<file path="src/rtl/ex_pipe_stage.sv">
// ex_pipe_stage: execute stage of the in-order pipeline.
// ALU, branch resolve, redirect/trap and regfile/LSQ dispatch.
module ex_pipe_stage #(
  parameter int                C_XLEN       = 32,
  parameter bit                C_COMPRESSED = 1'b0,
  parameter logic [C_XLEN-1:0] C_TRAP_VEC   = 'h100
) (
  input  logic              clk_i,
  input  logic              reset_i,
  input  logic              clk_en_i,
  input  logic              ids_dav_i,
  output logic              ids_ack_o,
  input  logic [1:0]        ids_zone_i,
  input  logic [3:0]        ids_alu_op_i,
  input  logic              ids_link_i,
  input  logic              ids_jump_i,
  input  logic              ids_branch_i,
  input  logic              ids_ins_size_i,
  input  logic              ids_ins_err_i,
  input  logic [C_XLEN-1:0] ids_pc_i,
  input  logic [C_XLEN-1:0] ids_operand_left_i,
  input  logic [C_XLEN-1:0] ids_operand_right_i,
  input  logic [C_XLEN-1:0] ids_regs1_data_i,
  input  logic [C_XLEN-1:0] ids_regs2_data_i,
  input  logic [4:0]        ids_regd_addr_i,
  input  logic [2:0]        ids_funct3_i,
  output logic              ids_regd_wr_o,
  output logic [4:0]        ids_regd_addr_o,
  output logic [C_XLEN-1:0] ids_regd_data_o,
  input  logic              lsq_full_i,
  output logic              lsq_lq_wr_o,
  output logic              lsq_sq_wr_o,
  output logic [2:0]        lsq_funct3_o,
  output logic [C_XLEN-1:0] lsq_addr_o,
  output logic [C_XLEN-1:0] lsq_regs2_data_o,
  output logic              hvec_strobe_o,
  output logic [C_XLEN-1:0] hvec_vec_o,
  output logic [C_XLEN-1:0] hvec_pc_o,
  output logic              hvec_trap_o
);

  localparam int SW = $clog2(C_XLEN);

  localparam logic [C_XLEN-1:0] ONE  = C_XLEN'(1);
  localparam logic [C_XLEN-1:0] INC4 = C_XLEN'(4);
  localparam logic [C_XLEN-1:0] INC2 = C_XLEN'(2);

  logic              stall;
  logic              accept;
  logic [SW-1:0]     shamt;
  logic [C_XLEN-1:0] sum;
  logic [C_XLEN-1:0] alu;
  logic [C_XLEN-1:0] target;
  logic [C_XLEN-1:0] link_pc;
  logic              lt_s;
  logic              lt_u;
  logic              taken;
  logic              redir;
  logic              trap;

  assign stall  = ids_dav_i & ids_zone_i[1] & lsq_full_i;
  assign ids_ack_o = clk_en_i & ids_dav_i & ~stall;

  // The instruction right behind a redirect is acked but dropped.
  assign accept = ids_ack_o & ~hvec_strobe_o;

  assign shamt  = ids_operand_right_i[SW-1:0];
  assign sum    = ids_operand_left_i + ids_operand_right_i;
  assign target = sum & ~ONE;
  assign link_pc = ids_pc_i + (ids_ins_size_i ? INC4 : INC2);

  assign lt_s = $signed(ids_regs1_data_i) < $signed(ids_regs2_data_i);
  assign lt_u = ids_regs1_data_i < ids_regs2_data_i;

  // ALU result, modulo 2^C_XLEN.
  always_comb begin
    alu = sum;
    case (ids_alu_op_i)
      4'd0: alu = sum;
      4'd1: alu = ids_operand_left_i - ids_operand_right_i;
      4'd2: alu = ids_operand_left_i & ids_operand_right_i;
      4'd3: alu = ids_operand_left_i | ids_operand_right_i;
      4'd4: alu = ids_operand_left_i ^ ids_operand_right_i;
      4'd5: alu = {{(C_XLEN-1){1'b0}},
                   $signed(ids_operand_left_i) <
                   $signed(ids_operand_right_i)};
      4'd6: alu = {{(C_XLEN-1){1'b0}},
                   ids_operand_left_i < ids_operand_right_i};
      4'd7: alu = ids_operand_left_i << shamt;
      4'd8: alu = ids_operand_left_i >> shamt;
      4'd9: alu = $unsigned($signed(ids_operand_left_i) >>> shamt);
      default: alu = sum;
    endcase
  end

  // Branch condition on the compare operands.
  always_comb begin
    taken = 1'b0;
    case (ids_funct3_i)
      3'd0: taken = ids_regs1_data_i == ids_regs2_data_i;
      3'd1: taken = ids_regs1_data_i != ids_regs2_data_i;
      3'd4: taken = lt_s;
      3'd5: taken = ~lt_s;
      3'd6: taken = lt_u;
      3'd7: taken = ~lt_u;
      default: taken = 1'b0;
    endcase
  end

  assign redir = ids_jump_i | (ids_branch_i & taken);
  assign trap  = ids_ins_err_i |
                 (redir & target[1] & ~C_COMPRESSED);

  // Output register: strobes pulse once, data held between accepts.
  always_ff @(posedge clk_i) begin
    if (reset_i) begin
      ids_regd_wr_o    <= 1'b0;
      ids_regd_addr_o  <= '0;
      ids_regd_data_o  <= '0;
      lsq_lq_wr_o      <= 1'b0;
      lsq_sq_wr_o      <= 1'b0;
      lsq_funct3_o     <= '0;
      lsq_addr_o       <= '0;
      lsq_regs2_data_o <= '0;
      hvec_strobe_o    <= 1'b0;
      hvec_vec_o       <= '0;
      hvec_pc_o        <= '0;
      hvec_trap_o      <= 1'b0;
    end else if (clk_en_i) begin
      ids_regd_wr_o <= 1'b0;
      lsq_lq_wr_o   <= 1'b0;
      lsq_sq_wr_o   <= 1'b0;
      hvec_strobe_o <= 1'b0;
      hvec_trap_o   <= 1'b0;
      if (accept) begin
        ids_regd_wr_o    <= ~trap & (ids_zone_i == 2'd1) &
                            (ids_regd_addr_i != 5'd0);
        ids_regd_addr_o  <= ids_regd_addr_i;
        ids_regd_data_o  <= ids_link_i ? link_pc : alu;
        lsq_lq_wr_o      <= ~trap & (ids_zone_i == 2'd2);
        lsq_sq_wr_o      <= ~trap & (ids_zone_i == 2'd3);
        lsq_funct3_o     <= ids_funct3_i;
        lsq_addr_o       <= alu;
        lsq_regs2_data_o <= ids_regs2_data_i;
        hvec_strobe_o    <= trap | redir;
        hvec_trap_o      <= trap;
        hvec_vec_o       <= trap ? C_TRAP_VEC : target;
        hvec_pc_o        <= ids_pc_i;
      end
    end
  end

endmodule
</file>
<file path="config.mk">
export PLATFORM = sky130hd
export DESIGN_NAME = ex_pipe_stage
export DESIGN_NICKNAME = d
export VERILOG_FILES = /design/src/rtl/ex_pipe_stage.sv
export SDC_FILE = /design/constraint.sdc
export NUM_CORES = 1
export LEC_CHECK = 0
export ABC_CLOCK_PERIOD_IN_PS = 10700
export BUFFER_PORTS_ARGS = -buffer_cell sky130_fd_sc_hd__clkbuf_2
export CORE_ASPECT_RATIO = 0.8
export CORE_MARGIN = 2
export CORE_UTILIZATION = 30
export DETAILED_ROUTE_END_ITERATION = 10
export PLACE_DENSITY = 0.51
export SETUP_SLACK_MARGIN = 0.02
export SLEW_MARGIN = 20
export SYNTH_ARGS = -nofsm -noshare
export SYNTH_HDL_FRONTEND = slang
export SYNTH_SLANG_ARGS = --single-unit
</file>
<file path="constraint.sdc">
create_clock -name clk_i -period 10.7 [get_ports clk_i]
set_input_delay 3.21 -clock clk_i [delete_from_list [all_inputs] [get_ports clk_i]]
set_output_delay 3.21 -clock clk_i [all_outputs]
set_load 0.1 [all_outputs]
</file>
# Word level (Yosys, flattened, before mapping)
# Index checks and enable logic that the tools add are counted.
totals:
  out_inout_bits: 174
  inputBits: 184
  regBits: 173
classes:
  n_bitwise: 22
  magnitude_cmp: 4
  shift: 3
  reduce_logical: 3
  addsub: 3
  n_eq_ne: 19
  muxes: 10
op_table:
  columns: ["op", "n"]
  rows:
  - ["$pmux W32 S9", 1]
  - ["$lt A32 B32 Y1", 4]
  - ["$mux W32", 2]
  - ["$add A32 B3 Y32", 1]
  - ["$add A32 B32 Y32", 1]
  - ["$and A32 B32 Y32", 1]
  - ["$eq A32 B32 Y1", 1]
  - ["$ne A32 B32 Y1", 1]
  - ["$or A32 B32 Y32", 1]
  - ["$shl A32 B5 Y32", 1]
  - ["$shr A32 B5 Y32", 1]
  - ["$sshr A32 B5 Y32", 1]
  - ["$sub A32 B32 Y32", 1]
  - ["$xor A32 B32 Y32", 1]
  - ["$eq A4 B3 Y1 const B", 4]
  - ["$eq A3 B3 Y1 const B", 4]
  - ["$and A1 B1 Y1", 11]
  - ["$eq A4 B2 Y1 const B", 2]
  - ["$eq A4 B4 Y1 const B", 2]
  - ["$pmux W1 S6", 1]
  - ["$mux W1", 5]
  - ["$not A1 Y1", 5]
  - ["$reduce_bool A5 Y1", 1]
  - ["$eq A2 B2 Y1 const B", 2]
  - ["other kinds (7)", 9]

# Depth between registers and ports, before layout
depth:
  word_depth: 11
  depth_mapped: 16
  depth_no_buf: 13

# Worst setup path before layout
# No wires, ideal clock.
synth_path:
  path_kind: "input to output"
  from: "input port ids_dav_i"
  to: "output port ids_ack_o"
  stages: 2
  path_buffers: 0
  arrival_time_ps: 4800
  required_ps: 7490
  slack_ps: 2690
  path_cell_list: "nand2_1 a21oi_1"
synth_via:
  elab_chain_cells: 4
  elab_cells_between_ends: 5
  cone_classes: "bitwise: 5"
synth_rtl:
  columns: ["element", "line_no", "text"]
  rows:
  - ["start, declared", "11", "input logic ids_dav_i,"]
  - ["$and A1 B1 Y1 (2 in a row)", "61", "assign stall = ids_dav_i & ids_zone_i[1] & lsq_full_i;"]
  - ["$not A1 Y1", "62", "assign ids_ack_o = clk_en_i & ids_dav_i & ~stall;"]
  - ["$and A1 B1 Y1 *", "62", null]
  - ["end, declared", "12", "output logic ids_ack_o,"]
# Mark *: on every way between the ends. The rest lies on a longest branch, timed or not.

# Worst setup path after layout
layout_path:
  from: "input port clk_en_i"
  to: "output port ids_ack_o"
layout_via:
  elab_chain_cells: 2
layout_rtl:
  columns: ["element", "line_no", "text"]
  rows:
  - ["start, declared", "10", "input logic clk_en_i,"]
  - ["$and A1 B1 Y1 (2 in a row)", "62", null]
# No other way between the ends.

==> summary.txt <==
Timing
  – Skew final: 0.008772 ns
  – Fin crit share: 69.43%
  – Final Max Slew Viols: 0
  – Fmax: 134.6 MHz
  – RSZ-0062 raised after global routing: false
  – Minimum clock period: 7.430 ns
  – Sum of negative setup slack: 0 ns
  – Min Hold Slack: 0.4454 ns
  – Setup violations, final: 0
  – Worst slew pin tran: 1.117 ns
  – Fin. Hold Viols: 0
  – Relative slew slack: 24.99%

Synth
  – Syn_area_per_cell: 7.642 sq um
  – Commonest cells in the synthesized netlist: nand2_1, a21oi_1, nor2_1
  – Post-synth EDFFs: 0
  – Most used DFF post-synth: dfxtp_1
  – Distinct cells, synth: 93
  – Sequential area share after synthesis: 20.32%
  – Synth Instances: 2217
  – Synth area leader: dfxtp_1
  – Count leader, synth: nand2_1
  – Area contributors post-synth: dfxtp_1, ha_1, mux4_2
  – Post-synth top area share: 20.32%
  – Ys Warns: 0
  – FFs w/ async S/R, synth: 0%
  – Syn nets: 2535
  – Synth Cell Area: 16940 sq um
  – Seq cells post-synth: 172

Critical path
  – Arrival time at the worst endpoint: 4.22 ns
  – Required @ worst endpoint: 7.49 ns
  – Worst setup EP type: output pin
  – Crit start category: input pin
  – Setup CP Type: input pin to output pin
  – Peak fanout along the critical path: 4

Routing
  – Drt first pass iters: 6
  – DRT iter0 DRCs: 1531
  – Total Wirelength: 76.09 mm
  – Vias per Instance: 5.675
  – Final ANT Viol Nets: 0
  – DR vias: 18270
  – DR WL/cell: 23.64 um
  – Drc violations: 0

Layout
  – Sequential cell area: 3443 sq um
  – Syn-to-layout area delta: 17.04%
  – Ratio of cells with drive above 1 in the final layout: 21.35%
  – FILL cells: 6000
  – End-of-flow core utilization: 35.73%
  – Post-route design area: 19830 sq um
  – Multi-input logic area: 12290 sq um
  – Fin nets: 2773

Clock tree
  – CTS clk-pin slew, worst paths: 0.07 ns
  – H-tree depth: 4
  – Post CTS Setup Buffer Count: 0
  – Num CTS Buffers: 17
  – Clk root buf: clkbuf_16
  – Hold buffer count at CTS: 0
  – CTS tree: done
  – Clock sinks: 172
  – CTS-repair resized insts: 0
  – Worst-skew pair later-pin latency: 0.44 ns
  – Clk buf depth: 2

Placement
  – PortBufs: 356
  – Area after DPL: 19210 sq um
  – Placer Congestion: 0.9585
  – Hpwl dp: 59.09 mm

Floorplan
  – Starting Density: 30.53%
  – Die Span X: 269.7 um
  – Site Rows: 77
  – IO Count: 358
  – Die Area: 58400 sq um
  – Core Footprint: 55490 sq um
  – Die height: 216.6 um

Pwr
  – Total power: 2.362 mW
  – Largest vdd supply drop: 95.15 uV
  – Leakage Power: 8.537 nW
  – Pwr Density: 119.1 nW/um^2

Flow run
  – Max cap viols: 0

Run status
  – Status: finished clean

Global route
  – Total global-route track usage: 25.08%
  – First-pass GRT wire length: 113.2 mm
  – GRT overflow: 0
  – Antenna violations before repair: 1
  – Vias in the first global route: 17250
  – Largest net degree at the start of global routing: 78

Min path
  – Hold/Removal Path Class: register to register
[logic make-up (layout without fill, tap and decap cells)]
logic type / after synthesis / count (layout) / synth area share (%)
AND/OR/NAND/NOR: 729 / 729 / 19.47
AO/OA/AOI/OAI: 684 / 684 / 26.98
buffers and inverters: 308 / 559 / 7.400
flip-flops: 172 / 172 / 20.32
adder cells (fa/ha/maj): 134 / 134 / 10.03
multiplexers: 132 / 132 / 12.83
XOR/XNOR: 57 / 57 / 2.947
other: 1 / 2 / 0.02213
[where the power goes]
group          internal (mW)  leakage (nW)  total [mW]  switching, mW
Combinational          0.284          6.84        1.01          0.721
Clock                  0.379         0.299       0.669          0.290
Sequential             0.670          1.40       0.688         0.0172
[placed cells by master, fill, tap and decap left out, drive strengths merged, types with 12 or more instances in the layout]
| cell | n |
|---|---|
| a211o | 13 |
| a211oi | 28 |
| a21o | 24 |
| a21oi | 213 |
| a22o | 32 |
| a22oi | 20 |
| a31oi | 23 |
| and3 | 12 |
| buf | 31 |
| clkbuf | 371 |
| dfxtp | 172 |
| ha | 131 |
| inv | 145 |
| mux2 | 21 |
| mux2i | 45 |
| mux4 | 66 |
| nand2 | 319 |
| nand2b | 21 |
| nand3 | 39 |
| nand4 | 18 |
| nor2 | 177 |
| nor2b | 15 |
| nor3 | 45 |
| nor4 | 12 |
| o211ai | 39 |
| o21a | 14 |
| o21ai | 108 |
| o21bai | 16 |
| o31ai | 18 |
| or3 | 16 |
| xnor2 | 44 |
| xor2 | 13 |
[area by class of cell]
class / count / share of cell area (%)
clock buffer: 18 / 2.215
antenna: 1 / 0.01262
timing repair buffer: 384 / 10.08
sequential: 172 / 17.36
clock inverter: 14 / 0.9212
tap: 750 / 4.732
multi-input combinational: 1737 / 61.97
inverter: 143 / 2.707
[state kept, by name (all words and copies together) (netlist names)]
signal and cells:
hvec_pc_o 32, hvec_strobe_o 1, hvec_trap_o 1, hvec_vec_o 31, ids_regd_addr_o 5, ids_regd_data_o 32
ids_regd_wr_o 1, lsq_addr_o 32, lsq_funct3_o 3, lsq_lq_wr_o 1, lsq_regs2_data_o 32, lsq_sq_wr_o 1
[final timing paths]
check | from | to | slack [ns] | cells past startpoint
worst min register to register | ids_regd_data_o[5]$_SDFFE_PP0P_ | ids_regd_data_o[5]$_SDFFE_PP0P_ | 0.45 | 2
worst min-delay path | ids_regd_data_o[5]$_SDFFE_PP0P_ | ids_regd_data_o[5]$_SDFFE_PP0P_ | 0.45 | 2
worst max register to register | hvec_strobe_o$_SDFFE_PP0P_ | ids_regd_data_o[27]$_SDFFE_PP0P_ | 8.27 | 7
worst max-delay path | clk_en_i | ids_ack_o | 3.27 | 4
[worst max-delay path: stages]
cell      delay (ns)
clkbuf_2        0.10
nand2_1         0.04
a21oi_1         0.33
clkbuf_2        0.53
[metrics by stage]
step | instances | setup WS (ns)
3_3_place_gp | 3186 | 3.256
2_1_floorplan | 2217 | 2.690
5_1_grt | 3218 | 3.218
3_5_place_dp | 3186 | 3.274
6_report | 3219 | 3.270
4_1_cts | 3218 | 3.268
[routing by layer]
layer / global-route usage (%) / part of all wire [%]
met1: 34.57 / 45
met2: 41.55 / 47
met4: 5.296 / 1.9
met5: 0 / 0
met3: 3.634 / 6.3
Note: power is estimated with default switching activity, not from simulation.
